===== src/rtl/calc_cmd_sequencer.sv =====
// calc_cmd_sequencer: accepts one (A, B, opcode) command, replays it to the
// 8-bit calculator as load_a -> load_b -> load_opcode -> execute, waits
// RESULT_LAT cycles, then returns result and zero flag on a response port.
module calc_cmd_sequencer #(
   parameter int RESULT_LAT = 1
) (
   input  logic       clk,
   input  logic       rst,
   input  logic       cmd_valid,
   output logic       cmd_ready,
   input  logic [7:0] cmd_a,
   input  logic [7:0] cmd_b,
   input  logic [2:0] cmd_op,
   output logic [7:0] calc_input,
   output logic       calc_load_a,
   output logic       calc_load_b,
   output logic [2:0] calc_opcode,
   output logic       calc_load_opcode,
   output logic       calc_execute,
   input  logic [7:0] calc_result,
   input  logic       calc_zero,
   output logic       rsp_valid,
   input  logic       rsp_ready,
   output logic [7:0] rsp_result,
   output logic       rsp_zero,
   output logic [2:0] rsp_op,
   output logic       busy,
   output logic [7:0] done_count
);

   // The wait counter is 4 bits wide, so only 1..15 is meaningful.
   if ((RESULT_LAT < 1) || (RESULT_LAT > 15)) begin : g_bad_result_lat
      $error("calc_cmd_sequencer: RESULT_LAT must be within 1..15");
   end

   localparam logic [3:0] LP_LAT = 4'(RESULT_LAT);

   typedef enum logic [2:0] {
      S_IDLE    = 3'd0,
      S_LOAD_A  = 3'd1,
      S_LOAD_B  = 3'd2,
      S_LOAD_OP = 3'd3,
      S_EXEC    = 3'd4,
      S_WAIT    = 3'd5,
      S_RESP    = 3'd6
   } state_t;

   state_t     r_state;
   state_t     w_next;
   logic       r_run_en;      // low during reset and the first edge after it
   logic [7:0] r_a;
   logic [7:0] r_b;
   logic [2:0] r_op;
   logic [3:0] r_cnt;
   logic       r_load_a;
   logic       r_load_b;
   logic       r_load_op;
   logic       r_exec;
   logic [7:0] r_input;
   logic       r_rsp_valid;
   logic [7:0] r_rsp_result;
   logic       r_rsp_zero;
   logic [7:0] r_done;
   logic       w_cmd_ready;
   logic       w_cmd_fire;
   logic       w_wait_done;
   logic [7:0] w_input_nxt;

   assign w_cmd_ready = (r_state == S_IDLE) && r_run_en;
   assign w_cmd_fire  = cmd_valid && w_cmd_ready;
   assign w_wait_done = (r_state == S_WAIT) && (r_cnt == 4'd1);

   // Next-state decode for the fixed strobe sequence.
   always_comb begin
      w_next = r_state;
      case (r_state)
         S_IDLE: begin
            if (w_cmd_fire) begin
               w_next = S_LOAD_A;
            end else begin
               w_next = S_IDLE;
            end
         end
         S_LOAD_A:  w_next = S_LOAD_B;
         S_LOAD_B:  w_next = S_LOAD_OP;
         S_LOAD_OP: w_next = S_EXEC;
         S_EXEC:    w_next = S_WAIT;
         S_WAIT: begin
            if (w_wait_done) begin
               w_next = S_RESP;
            end else begin
               w_next = S_WAIT;
            end
         end
         S_RESP: begin
            if (rsp_ready) begin
               w_next = S_IDLE;
            end else begin
               w_next = S_RESP;
            end
         end
         default:   w_next = S_IDLE;
      endcase
   end

   // Data bus value for the coming cycle: A is taken straight from the
   // command port because it is captured on the same edge.
   always_comb begin
      w_input_nxt = 8'd0;
      case (w_next)
         S_LOAD_A: w_input_nxt = cmd_a;
         S_LOAD_B: w_input_nxt = r_b;
         default:  w_input_nxt = 8'd0;
      endcase
   end

   // State register, command capture, registered strobes and response.
   always_ff @(posedge clk or posedge rst) begin
      if (rst) begin
         r_state      <= S_IDLE;
         r_run_en     <= 1'b0;
         r_a          <= 8'd0;
         r_b          <= 8'd0;
         r_op         <= 3'd0;
         r_cnt        <= 4'd0;
         r_load_a     <= 1'b0;
         r_load_b     <= 1'b0;
         r_load_op    <= 1'b0;
         r_exec       <= 1'b0;
         r_input      <= 8'd0;
         r_rsp_valid  <= 1'b0;
         r_rsp_result <= 8'd0;
         r_rsp_zero   <= 1'b0;
         r_done       <= 8'd0;
      end else begin
         r_state   <= w_next;
         r_run_en  <= 1'b1;
         r_load_a  <= (w_next == S_LOAD_A);
         r_load_b  <= (w_next == S_LOAD_B);
         r_load_op <= (w_next == S_LOAD_OP);
         r_exec    <= (w_next == S_EXEC);
         r_input   <= w_input_nxt;
         if (w_cmd_fire) begin
            r_a  <= cmd_a;
            r_b  <= cmd_b;
            r_op <= cmd_op;
         end
         if (r_state == S_EXEC) begin
            r_cnt <= LP_LAT;
         end else if (r_state == S_WAIT) begin
            r_cnt <= r_cnt - 4'd1;
         end
         if (w_wait_done) begin
            r_rsp_valid  <= 1'b1;
            r_rsp_result <= calc_result;
            r_rsp_zero   <= calc_zero;
         end else if ((r_state == S_RESP) && rsp_ready) begin
            r_rsp_valid <= 1'b0;
            r_done      <= r_done + 8'd1;
         end
      end
   end

   assign cmd_ready        = w_cmd_ready;
   assign calc_input       = r_input;
   assign calc_load_a      = r_load_a;
   assign calc_load_b      = r_load_b;
   assign calc_opcode      = r_op;
   assign calc_load_opcode = r_load_op;
   assign calc_execute     = r_exec;
   assign rsp_valid        = r_rsp_valid;
   assign rsp_result       = r_rsp_result;
   assign rsp_zero         = r_rsp_zero;
   assign rsp_op           = r_op;
   assign busy             = (r_state != S_IDLE);
   assign done_count       = r_done;

endmodule

===== config.mk =====
export PLATFORM = sky130hd
export DESIGN_NAME = calc_cmd_sequencer
export DESIGN_NICKNAME = d
export VERILOG_FILES = /design/src/rtl/calc_cmd_sequencer.sv
export SDC_FILE = /design/constraint.sdc
export NUM_CORES = 1
export LEC_CHECK = 0
export BUFFER_PORTS_ARGS = -buffer_cell sky130_fd_sc_hd__buf_2
export CAP_MARGIN = 0
export CORE_UTILIZATION = 39
export CTS_BUF_LIST = sky130_fd_sc_hd__clkbuf_4 sky130_fd_sc_hd__clkbuf_8
export CTS_CLUSTER_SIZE = 24
export DETAILED_ROUTE_END_ITERATION = 16
export PLACE_DENSITY = 0.72
export SETUP_SLACK_MARGIN = 0.02
export SYNTH_ARGS = -nofsm -noshare
export SYNTH_HDL_FRONTEND = slang
export SYNTH_SLANG_ARGS = --single-unit

===== constraint.sdc =====
create_clock -name clk -period 1.34 [get_ports clk]
set_input_delay 0.067 -clock clk [delete_from_list [all_inputs] [get_ports clk]]
set_output_delay 0.067 -clock clk [all_outputs]
set_load 0.02 [all_outputs]

Word level (Yosys, flattened, before mapping)

Index checks and enable logic that the tools add are counted.

Logic and storage cells: 46
Memories: 0
Memory bits (read-only): 0
Register bits: 49
Bits of input ports: 32
Bits in writable memories: 0
Output and inout port bits: 38
Latch bits: 0

Multiplexer cells: 9
Div/mod/pow operators: 0
Bitwise gates (word level): 1
$add $sub $neg: 2
Equality and inequality tests: 11
Multiply operators: 0
Order comparisons: 0
Reduce and logical (&&, ||, !) cells: 9
Shifts and indexed selects: 0

Operator list:

| operator            | count |
|---|---|
| $pmux 3 s7          | 1 |
| $pmux 8 s2          | 1 |
| $eq 3x2->1 const B  | 4 |
| $eq 3x3->1 const B  | 4 |
| $add 8x1->8 const B | 1 |
| $mux 4              | 2 |
| $eq 3x1->1 const B  | 2 |
| $eq 4x1->1 const B  | 1 |
| $logic_and 1x1->1   | 4 |
| $reduce_bool 2->1   | 2 |
| $sub 4x1->4 const B | 1 |
| $logic_not 3->1     | 1 |
| $mux 1              | 3 |
| $mux 3              | 1 |
| $reduce_bool 3->1   | 1 |
| $mux 2              | 1 |
| $reduce_and 2->1    | 1 |
| $not 1->1           | 1 |

Logic depth before layout (Yosys ltp)

Gate-level depths: netlist of run 1.

Depth after elaboration: 7
Gate-level depth with buffers: 5
Mapped depth without buffers: 5

Worst setup path after synthesis of run 1

Ideal clock, no wire load.

Path kind: flip-flop to flip-flop
From: reg r_state[0]
To: reg r_op[0], in the netlist calc_opcode[0]
Data required time: 1215 ps
Slack: -64 ps
Buffers on the path: 1
Period minus slack after synthesis: 1404 ps
Cell stages (with the launch flop): 5
Data arrival time: 1279 ps
Library setup time: 125 ps
Cells stage by stage: dfrtp_1 -> nor3_2 -> and3_4 -> buf_6 -> mux2_2

Longest elaborated chain between the ends: 3

Ends and longest elaborated chain:

| what                     | RTL line | text |
|---|---|---|
| start: declaration       | 48       | `state_t r_state;` |
| start signal: assignment | 136      | `r_state <= w_next;` |
| $logic_not 3->1          | 69       | `assign w_cmd_ready = (r_state == S_IDLE) && r_run_en;` |
| $logic_and 1x1->1        | 69       |  |
| $logic_and 1x1->1        | 70       | `assign w_cmd_fire = cmd_valid && w_cmd_ready;` |
| end signal: assignment   | 146      | `r_op <= cmd_op;` |
| end: declaration         | 53       | `logic [2:0] r_op;` |

Every way passes these cells.
A chain may end at the register's enable or synchronous reset.

Final worst setup path of run 1

From: reg r_state[2]
To: reg r_rsp_result[1], in the netlist rsp_result[1]

Longest elaborated chain between the ends: 2

Ends and longest elaborated chain:

| what                   | RTL line | text |
|---|---|---|
| $eq 3x3->1             | 71       | `assign w_wait_done = (r_state == S_WAIT) && (r_cnt == 4'd1);` |
| $logic_and 1x1->1      | 71       |  |
| end signal: assignment | 155      | `r_rsp_result <= calc_result;` |
| end: declaration       | 61       | `logic [7:0] r_rsp_result;` |

Every way passes these cells.

==> results.json, run 1 <==
{
  "rows": 26,
  "dr.pass1.iters": 4,
  "drc_errors": 0,
  "status": "complete, but fails checks",
  "ys_types": 39,
  "peakVddDrop_v": 0.00114,
  "dr.first_iter.drc_count": 28,
  "rsz0062_at_grt": "true",
  "reg2reg_from": "r_state[2]$_DFF_PP0_",
  "drv_slew": 0,
  "synthCells": 150,
  "cp-startpoint": "r_state[2]$_DFF_PP0_",
  "violations": "setup timing",
  "htree_levels": 2,
  "synth_top_cells_by_count": "49 x dfrtp_1, 19 x mux2_2, 10 x nand2_1, 8 x a22o_1, 7 x o21ai_0",
  "swShare": 0.356,
  "setup_viol": 21,
  "p_int_mw": 4.23,
  "synth_nets": 185,
  "cts.reportedPaths.clkPinSlew_ps": 90,
  "insertion_delay_ps": 300,
  "synth_most_common_cell": "dfrtp_1",
  "cts_tree": "done",
  "switchingPower_mw": 2.34,
  "insertedDiodeCount": 0,
  "die_w_um": 74.5,
  "synth_seq_cells": 49,
  "ys_seq_area_frac": 0.598,
  "worst_setup_path_start_kind": "flip-flop",
  "clock.fmax_mhz": 698,
  "avgRoutedWirePerCell_um": 13.4,
  "grt_first_pass_wirelength_um": 6280,
  "final_antenna_net_count": 0,
  "area_growth_pct": 53.4,
  "cp_max_fo": 5,
  "synth_top_area_cell": "dfrtp_1",
  "avgSynthCellArea_um2": 13.7,
  "num_io_pins": 70,
  "synthArstFlopShare": 1.00,
  "cts-root-buf": "clkbuf_8",
  "synth_edf_count": 0,
  "clock_path_buffers": 2,
  "total_power_mw": 6.56,
  "p_leak_nw": 1.65,
  "grt_pass1_vias": 1378,
  "skew_ps": 7.86,
  "period_minus_slack_ps": 1430,
  "crit_required_ps": 1520,
  "multi_input_area_um2": 870,
  "setup_slack_ps": -92.5,
  "numCtsBuffers": 5,
  "cp-end-kind": "flip-flop",
  "path_class": "reg -> reg",
  "p_per_area_nw_per_um2": 2090,
  "cap_viol_max_count": 0,
  "post-place-ws_ps": -123,
  "hp-start": "cmd_b[4]",
  "clockPowerShare": 0.152,
  "ys_top_cells_by_area": "dfrtp_1 60%, mux2_2 10%, a22o_1 3.4%",
  "start_util": 0.404,
  "hold_violations": 0,
  "fin_setup_tns_ps": -1180,
  "dominantRegCellSynth": "dfrtp_1",
  "io_buffer_count": 69,
  "pwr-share-seq": 0.367,
  "grt_max_degree": 50,
  "cp.arrival_ps": 1610,
  "drive_gt1_frac": 0.519,
  "hp-class": "in -> reg",
  "wirelength_um": 4480,
  "dp_hpwl_um": 2820,
  "via_count": 1531,
  "gp_congestion": 0.754,
  "netlist.area_leader.share": 0.598,
  "yosys_warnings": 0,
  "comb_power_share": 0.481,
  "die_area_um2": 5560,
  "antenna_found_initial": 0,
  "clkSinkCount": 49,
  "viasPerCell": 4.58,
  "finalNetCount": 299,
  "ff_latch_area_um2": 1230,
  "fillers": 409,
  "track_usage": 0.153,
  "overflow": 0,
  "core_um2": 5070,
  "fp.dieH_um": 74.5,
  "netlist_area_um2": 2050,
  "finalCritPeriodShare": 1.07
}
==> layer usage <==
layer	vias to the layer above	wire length (um)	global-route usage
met4	0	126	0.0839
met1	730	1960	0.196
met5	-	0	0
li1	748	-	-
met2	41	2240	0.236
met3	12	152	0.0407
==> stage by stage <==
stage / area [um2] / hold slack (ps) / instances / utilization
floorplan: 2100 / 207 / 150 / -
global placement: 2640 / 124 / 300 / 0.519
detailed placement: 2640 / 129 / 300 / 0.519
CTS: 3020 / 0.853 / 332 / 0.595
global route: 3150 / 2.72 / 334 / 0.620
finish: 3150 / 7.73 / 334 / 0.620
==> final cells by class <==
type	count	area share
clock buffers	5	0.0219
clock inverters	2	0.0111
inverters	5	0.00596
multi-input cells	88	0.276
flip-flops and latches	49	0.390
well taps	70	0.0278
repair buffers	115	0.267
==> power by group through the flow <==
stage          registers, mW  logic [mW]  clock network [mW]
2_1_floorplan           2.84        1.38                   0
3_3_place_gp            2.37        2.72                   0
3_5_place_dp            2.39        2.76                   0
4_1_cts                 2.37        2.92                1.03
5_1_grt                 2.47        3.42                1.09
6_report                2.41        3.16               0.998
==> worst paths after layout <==
path | cells after the start | endpoint | slack [ps]
max in group asynchronous | 4 | rsp_result[0]$_DFFE_PP0P_ | 780
worst max-delay path | 5 | rsp_result[1]$_DFFE_PP0P_ | -90
worst min register to register | 1 | done_count[7]$_DFFE_PP0P_ | 470
worst min-delay path | 2 | r_b[4]$_DFFE_PP0P_ | 8
worst max register to register | 5 | rsp_result[1]$_DFFE_PP0P_ | -90
min in group asynchronous | 4 | r_b[7]$_DFFE_PP0P_ | 340
==> timing repair <==
action                     4_1_cts  5_1_grt
setup endpoints to repair       31       34
gates resized for setup          7       25
pin swaps                        4        4
setup buffers                    4        0
hold buffers                    21        1
cloned                           0        1
hold endpoints to repair        69        1
==> sequential cells by signal, summed over array words and instances (netlist names) <==
signal and flops:
rsp_result 8, rsp_zero 1, rsp_valid 1, r_cnt 4
calc_opcode 3, calc_execute 1, calc_load_opcode 1, calc_input 8
done_count 8, r_run_en 1, calc_load_a 1, r_state 3
r_b 8, calc_load_b 1
==> placed cells by master (no fill, tap or decap), drive strengths merged <==
cell type	n
a21boi	1
a21o	1
a21oi	1
a22o	8
a31oi	1
and2	1
and2b	1
and3	1
and3b	1
and4b	1
buf	92
bufinv	1
clkbuf	6
clkinv	1
conb	1
dfrtp	49
dlygate4sd3	22
ha	3
inv	5
mux2	20
nand2	10
nand2b	3
nand3	2
nand3b	2
nand4	2
nand4b	1
nor2	2
nor2b	1
nor3	3
nor3b	2
nor4	1
o21ai	8
o31a	1
or3	1
or4	1
xnor2	4
xor2	3
==> cell families (layout without fill, tap and decap cells) <==
logic type,Yosys count,after routing,share of synthesized area
DFF,49,49,0.598
and+or+nand+nor,36,36,0.128
AOI/OAI and AO/OA,21,21,0.0707
muxes,20,20,0.110
buffers and inverters,13,127,0.0439
xor gates and xnor gates,7,7,0.0299
adders and majority gates,3,3,0.0183
other,1,1,0.00183
==> critical path, cell delays in order (launching register included) <==
cell and delay [ps]:
dfrtp_1 420, buf_6 130, and2b_2 210, nand4_4 100, clkbuf_16 160, mux2_4 290
(Power assumes the default switching activity.)
==> run 2, diff against run 1 <==
Settings changed: CORE_ASPECT_RATIO set to 0.7.
==> run 2 against run 1 <==
Against the previous run: the run still ends with setup timing left; final area increased by 3.2%; via count rose by 6.8%; final cell count increased by 5.4%; die area is essentially flat; first-iteration DRC count up 71%; critical endpoint is now r_b[5]$_DFFE_PP0P_; largest power group unchanged.
==> results.json, run 2 (synthesized netlist as in run 1, its figures left out) <==
{
  "wirelength_um": 5120,
  "p_leak_nw": 1.67,
  "dp.cells": 298,
  "rows": 21,
  "status": "complete, but fails checks",
  "die_w_um": 88.7,
  "num_io_pins": 70,
  "hp-class": "in -> reg",
  "rsz0062_at_grt": "true",
  "drive_gt1_frac": 0.527,
  "multi_input_area_um2": 823,
  "die_area_um2": 5560,
  "r2r_slack_ps": -120,
  "cp_cell_sequence": "nor3_2, and3_4, buf_12, mux2_4",
  "skew_ps": 12.8,
  "clock_path_buffers": 2,
  "fin_area_um2": 3250,
  "dr.pass1.iters": 4,
  "hp-start": "rsp_ready",
  "cts.reportedPaths.clkPinSlew_ps": 100,
  "cts-root-buf": "clkbuf_8",
  "cp-end-kind": "flip-flop",
  "dp_hpwl_um": 2860,
  "insertedDiodeCount": 0,
  "crit_buf_inv": 1,
  "drv_slew": 0,
  "avgRoutedWirePerCell_um": 14.6,
  "mostFrequentLayoutCells": "67 x buf_2, 49 x dfrtp_1, 29 x dlygate4sd3_1",
  "final_antenna_net_count": 0,
  "htree_levels": 2,
  "violations": "setup timing",
  "grt_first_pass_wirelength_um": 8200,
  "comb_power_share": 0.482,
  "start_util": 0.418,
  "antenna_found_initial": 0,
  "clockPowerShare": 0.161,
  "gp_congestion": 0.724,
  "io_buffer_count": 69,
  "pwr-share-seq": 0.357,
  "via_count": 1635,
  "total_power_mw": 6.71,
  "worst_setup_path_start_kind": "flip-flop",
  "hold_violations": 0,
  "core_um2": 4910,
  "final_util": 0.661,
  "cts_tree": "done",
  "drc_errors": 0,
  "clkSinkCount": 49,
  "viasPerCell": 4.64,
  "crit_required_ps": 1540,
  "cp_max_fo": 13,
  "clock.fmax_mhz": 685,
  "fp.dieH_um": 62.7,
  "period_minus_slack_ps": 1460,
  "fin_cells": 352,
  "insertion_delay_ps": 320,
  "track_usage": 0.199,
  "dr.first_iter.drc_count": 48,
  "grt_pass1_vias": 1706,
  "layout_commonest_cell": "buf_2",
  "path_class": "reg -> reg",
  "setup_viol": 30,
  "cap_viol_max_count": 0,
  "p_per_area_nw_per_um2": 2070,
  "swShare": 0.365,
  "grt_max_degree": 50,
  "finalNetCount": 317,
  "reg2reg_from": "r_state[2]$_DFF_PP0_",
  "slowest_stage": "dfrtp_1",
  "area_growth_pct": 58.2,
  "slowest_delay_ps": 420,
  "setup_slack_ps": -119,
  "numCtsBuffers": 5,
  "post-place-ws_ps": -171,
  "ff_latch_area_um2": 1230,
  "switchingPower_mw": 2.45,
  "peakVddDrop_v": 0.00107,
  "finalCritPeriodShare": 1.09,
  "p_int_mw": 4.26,
  "cp-startpoint": "r_state[2]$_DFF_PP0_",
  "cp_top_family": "simple AND/OR/NAND/NOR gates",
  "overflow": 0,
  "cp.arrival_ps": 1660,
  "post_dp_cell_area_um2": 2610,
  "fillers": 328
}
==> run 2: path summary, 6_finish.rpt <==
path | to | cells after the start
worst max register to register | r_b[5]$_DFFE_PP0P_ | 4
max in group asynchronous | r_b[5]$_DFFE_PP0P_ | 4
worst max-delay path | r_b[5]$_DFFE_PP0P_ | 4
worst min-delay path | r_state[1]$_DFF_PP0_ | 4
worst min register to register | done_count[7]$_DFFE_PP0P_ | 1
min in group asynchronous | r_cnt[2]$_DFFE_PP0P_ | 4
==> run 2: what timing repair did <==
item                       in CTS  in global routing
setup endpoints to repair      35                 42
resized for setup              13                 10
hold buffers                   29                  0
buffers inserted               10                  7
hold endpoints to repair       77                  0
pin swaps                       6                  8
==> run 2: per-stage QoR <==
step	TNS, ps	hold slack, ps
2_1_floorplan	-476	207
3_3_place_gp	-1310	129
3_5_place_dp	-2780	125
4_1_cts	-1870	146
5_1_grt	-3800	161
6_report	-1820	136
==> run 2: final cells by class <==
type                            count  share of cell area
Sequential cell                    49               0.378
Clock buffer                        5              0.0212
Clock inverter                      3              0.0135
Multi-Input combinational cell     88               0.254
Inverter                            5             0.00578
Timing Repair Buffer              133               0.302
Tap cell                           69              0.0266
==> run 2: power groups by stage <==
stage | combinational [mW] | clock (mW) | sequential (mW)
floorplan | 1.38 | 0 | 2.84
global placement | 2.64 | 0 | 2.38
detailed placement | 2.68 | 0 | 2.41
CTS | 3.06 | 1.09 | 2.38
global route | 3.49 | 1.16 | 2.46
finish | 3.23 | 1.08 | 2.40
==> run 2: worst register-to-register path: stages, from the launching register on <==
cell     delay (ps)
dfrtp_1         420
nor3_2          230
and3_4          230
buf_12          150
mux2_4          310
==> run 2: layer usage <==
metal	up-vias	share of wire	track usage
li1	782	-	-
met1	781	0.43	0.241
met2	52	0.48	0.317
met3	20	0.046	0.0489
met4	0	0.041	0.123
met5	-	0	0
==> run 3, diff against run 2 <==
Settings changed: RECOVER_POWER set to 25, SKIP_LAST_GASP set to 1.
==> run 3 against run 2 <==
Against the previous run: the flow still finishes with violations (setup timing); worst hold slack gained 6.3 ps; final cell count shrank 0.85%; power grew 1.7%; combinational power grew 3%; sequential share of layout area shrank 0.25 points; setup slack gained 5.0 ps; fmax grew 0.34%; sequential power is essentially flat; non-clock buffer count shrank 3; largest cell class unchanged.
==> results.json, run 3 (synthesized netlist as in run 1, its figures left out) <==
{
  "htree_levels": 2,
  "fin_area_um2": 3270,
  "viasPerCell": 4.74,
  "clkSinkCount": 49,
  "cp-end-kind": "flip-flop",
  "dp.cells": 298,
  "crit_required_ps": 1530,
  "antenna_found_initial": 0,
  "grt_max_degree": 50,
  "final_util": 0.666,
  "relSlewSlack": 0.568,
  "fin_setup_tns_ps": -1630,
  "post_dp_cell_area_um2": 2610,
  "via_count": 1655,
  "gp_congestion": 0.724,
  "num_io_pins": 70,
  "period_minus_slack_ps": 1450,
  "overflow": 0,
  "total_power_mw": 6.82,
  "die_area_um2": 5560,
  "status": "complete, but fails checks",
  "clock.fmax_mhz": 688,
  "fp.dieH_um": 62.7,
  "finalNetCount": 314,
  "rows": 21,
  "drc_errors": 0,
  "path_class": "reg -> reg",
  "worst_slew_pin_slew_ps": 649,
  "cts.reportedPaths.clkPinSlew_ps": 100,
  "insertedDiodeCount": 0,
  "skew_ps": 12.4,
  "insertion_delay_ps": 310,
  "cts-root-buf": "clkbuf_8",
  "worst_setup_path_start_kind": "flip-flop",
  "grt_first_pass_wirelength_um": 8110,
  "die_w_um": 88.7,
  "dr.pass1.iters": 6,
  "hp-class": "in -> reg",
  "cap_viol_max_count": 0,
  "area_growth_pct": 59.5,
  "finalCritPeriodShare": 1.09,
  "hold_slack_ps": 142,
  "core_um2": 4910,
  "hold_violations": 0,
  "cp_cell_sequence": "nor3_2, and3_4, buf_12, mux2_4",
  "start_util": 0.418,
  "crit_buf_inv": 1,
  "avgRoutedWirePerCell_um": 15.0,
  "io_buffer_count": 69,
  "track_usage": 0.199,
  "violations": "setup timing",
  "cp_max_fo": 13,
  "setup_viol": 28,
  "grt_pass1_vias": 1714,
  "final_antenna_net_count": 0,
  "drive_gt1_frac": 0.532,
  "numCtsBuffers": 5,
  "drv_slew": 0,
  "post-place-ws_ps": -171,
  "cts_tree": "done",
  "layout_commonest_cell": "buf_2",
  "cp.arrival_ps": 1640,
  "fin_cells": 349,
  "wirelength_um": 5240,
  "peakVddDrop_v": 0.00100,
  "p_per_area_nw_per_um2": 2090,
  "slowest_stage": "dfrtp_1",
  "setup_slack_ps": -114,
  "slowest_delay_ps": 410,
  "rsz0062_at_grt": "true",
  "clock_path_buffers": 2,
  "dr.first_iter.drc_count": 72,
  "mostFrequentLayoutCells": "67 x buf_2, 48 x dfrtp_1, 29 x dlygate4sd3_1",
  "p_leak_nw": 1.68,
  "dp_hpwl_um": 2860,
  "cp_top_family": "simple AND/OR/NAND/NOR gates"
}
-- run 3: power by group --
group | total [mW] | switching [mW] | internal (mW)
Sequential | 2.42 | 0.363 | 2.05
Combinational | 3.34 | 1.63 | 1.70
Clock | 1.07 | 0.512 | 0.560
-- run 3: worst min-delay path: stages --
cell	delay [ps]
buf_2	130
a21oi_1	70
nand2_1	50
o21ai_0	80
-- run 3: area by class of cell --
cell class	count	area, um2
Multi-Input combinational cell	88	857
Fill cell	332	1640
Sequential cell	49	1230
Tap cell	69	86.3
Clock inverter	3	43.8
Timing Repair Buffer	130	970
Clock buffer	5	68.8
Inverter	5	18.8
-- run 3: path summary, 6_finish.rpt --
check	start	endpoint	slack, ps	cells after the start
worst max-delay path	r_state[2]$_DFF_PP0_	r_b[5]$_DFFE_PP0P_	-110	4
worst min-delay path	rsp_ready	r_state[1]$_DFF_PP0_	140	4
worst max register to register	r_state[2]$_DFF_PP0_	r_b[5]$_DFFE_PP0P_	-110	4
worst min register to register	done_count[7]$_DFFE_PP0P_	done_count[7]$_DFFE_PP0P_	470	1
max in group asynchronous	rst	r_state[1]$_DFF_PP0_	370	4
min in group asynchronous	rst	calc_input[2]$_DFF_PP0_	500	4
-- run 3: metal layers --
layer  vias to the layer above  GRT usage  part of all wire
met2                        64      0.320              0.49
met4                         0      0.105             0.029
met5                         -          0                 0
met1                       796      0.232              0.42
li1                        781          -                 -
met3                        14     0.0700             0.054
-- run 3: repair_timing --
item,4_1_cts,5_1_grt
buffers inserted,10,4
gates cloned,0,1
hold buffers,29,0
endpoints found under the hold margin,77,0
pin swaps,5,13
setup endpoints to repair,35,42
resized for setup,12,19
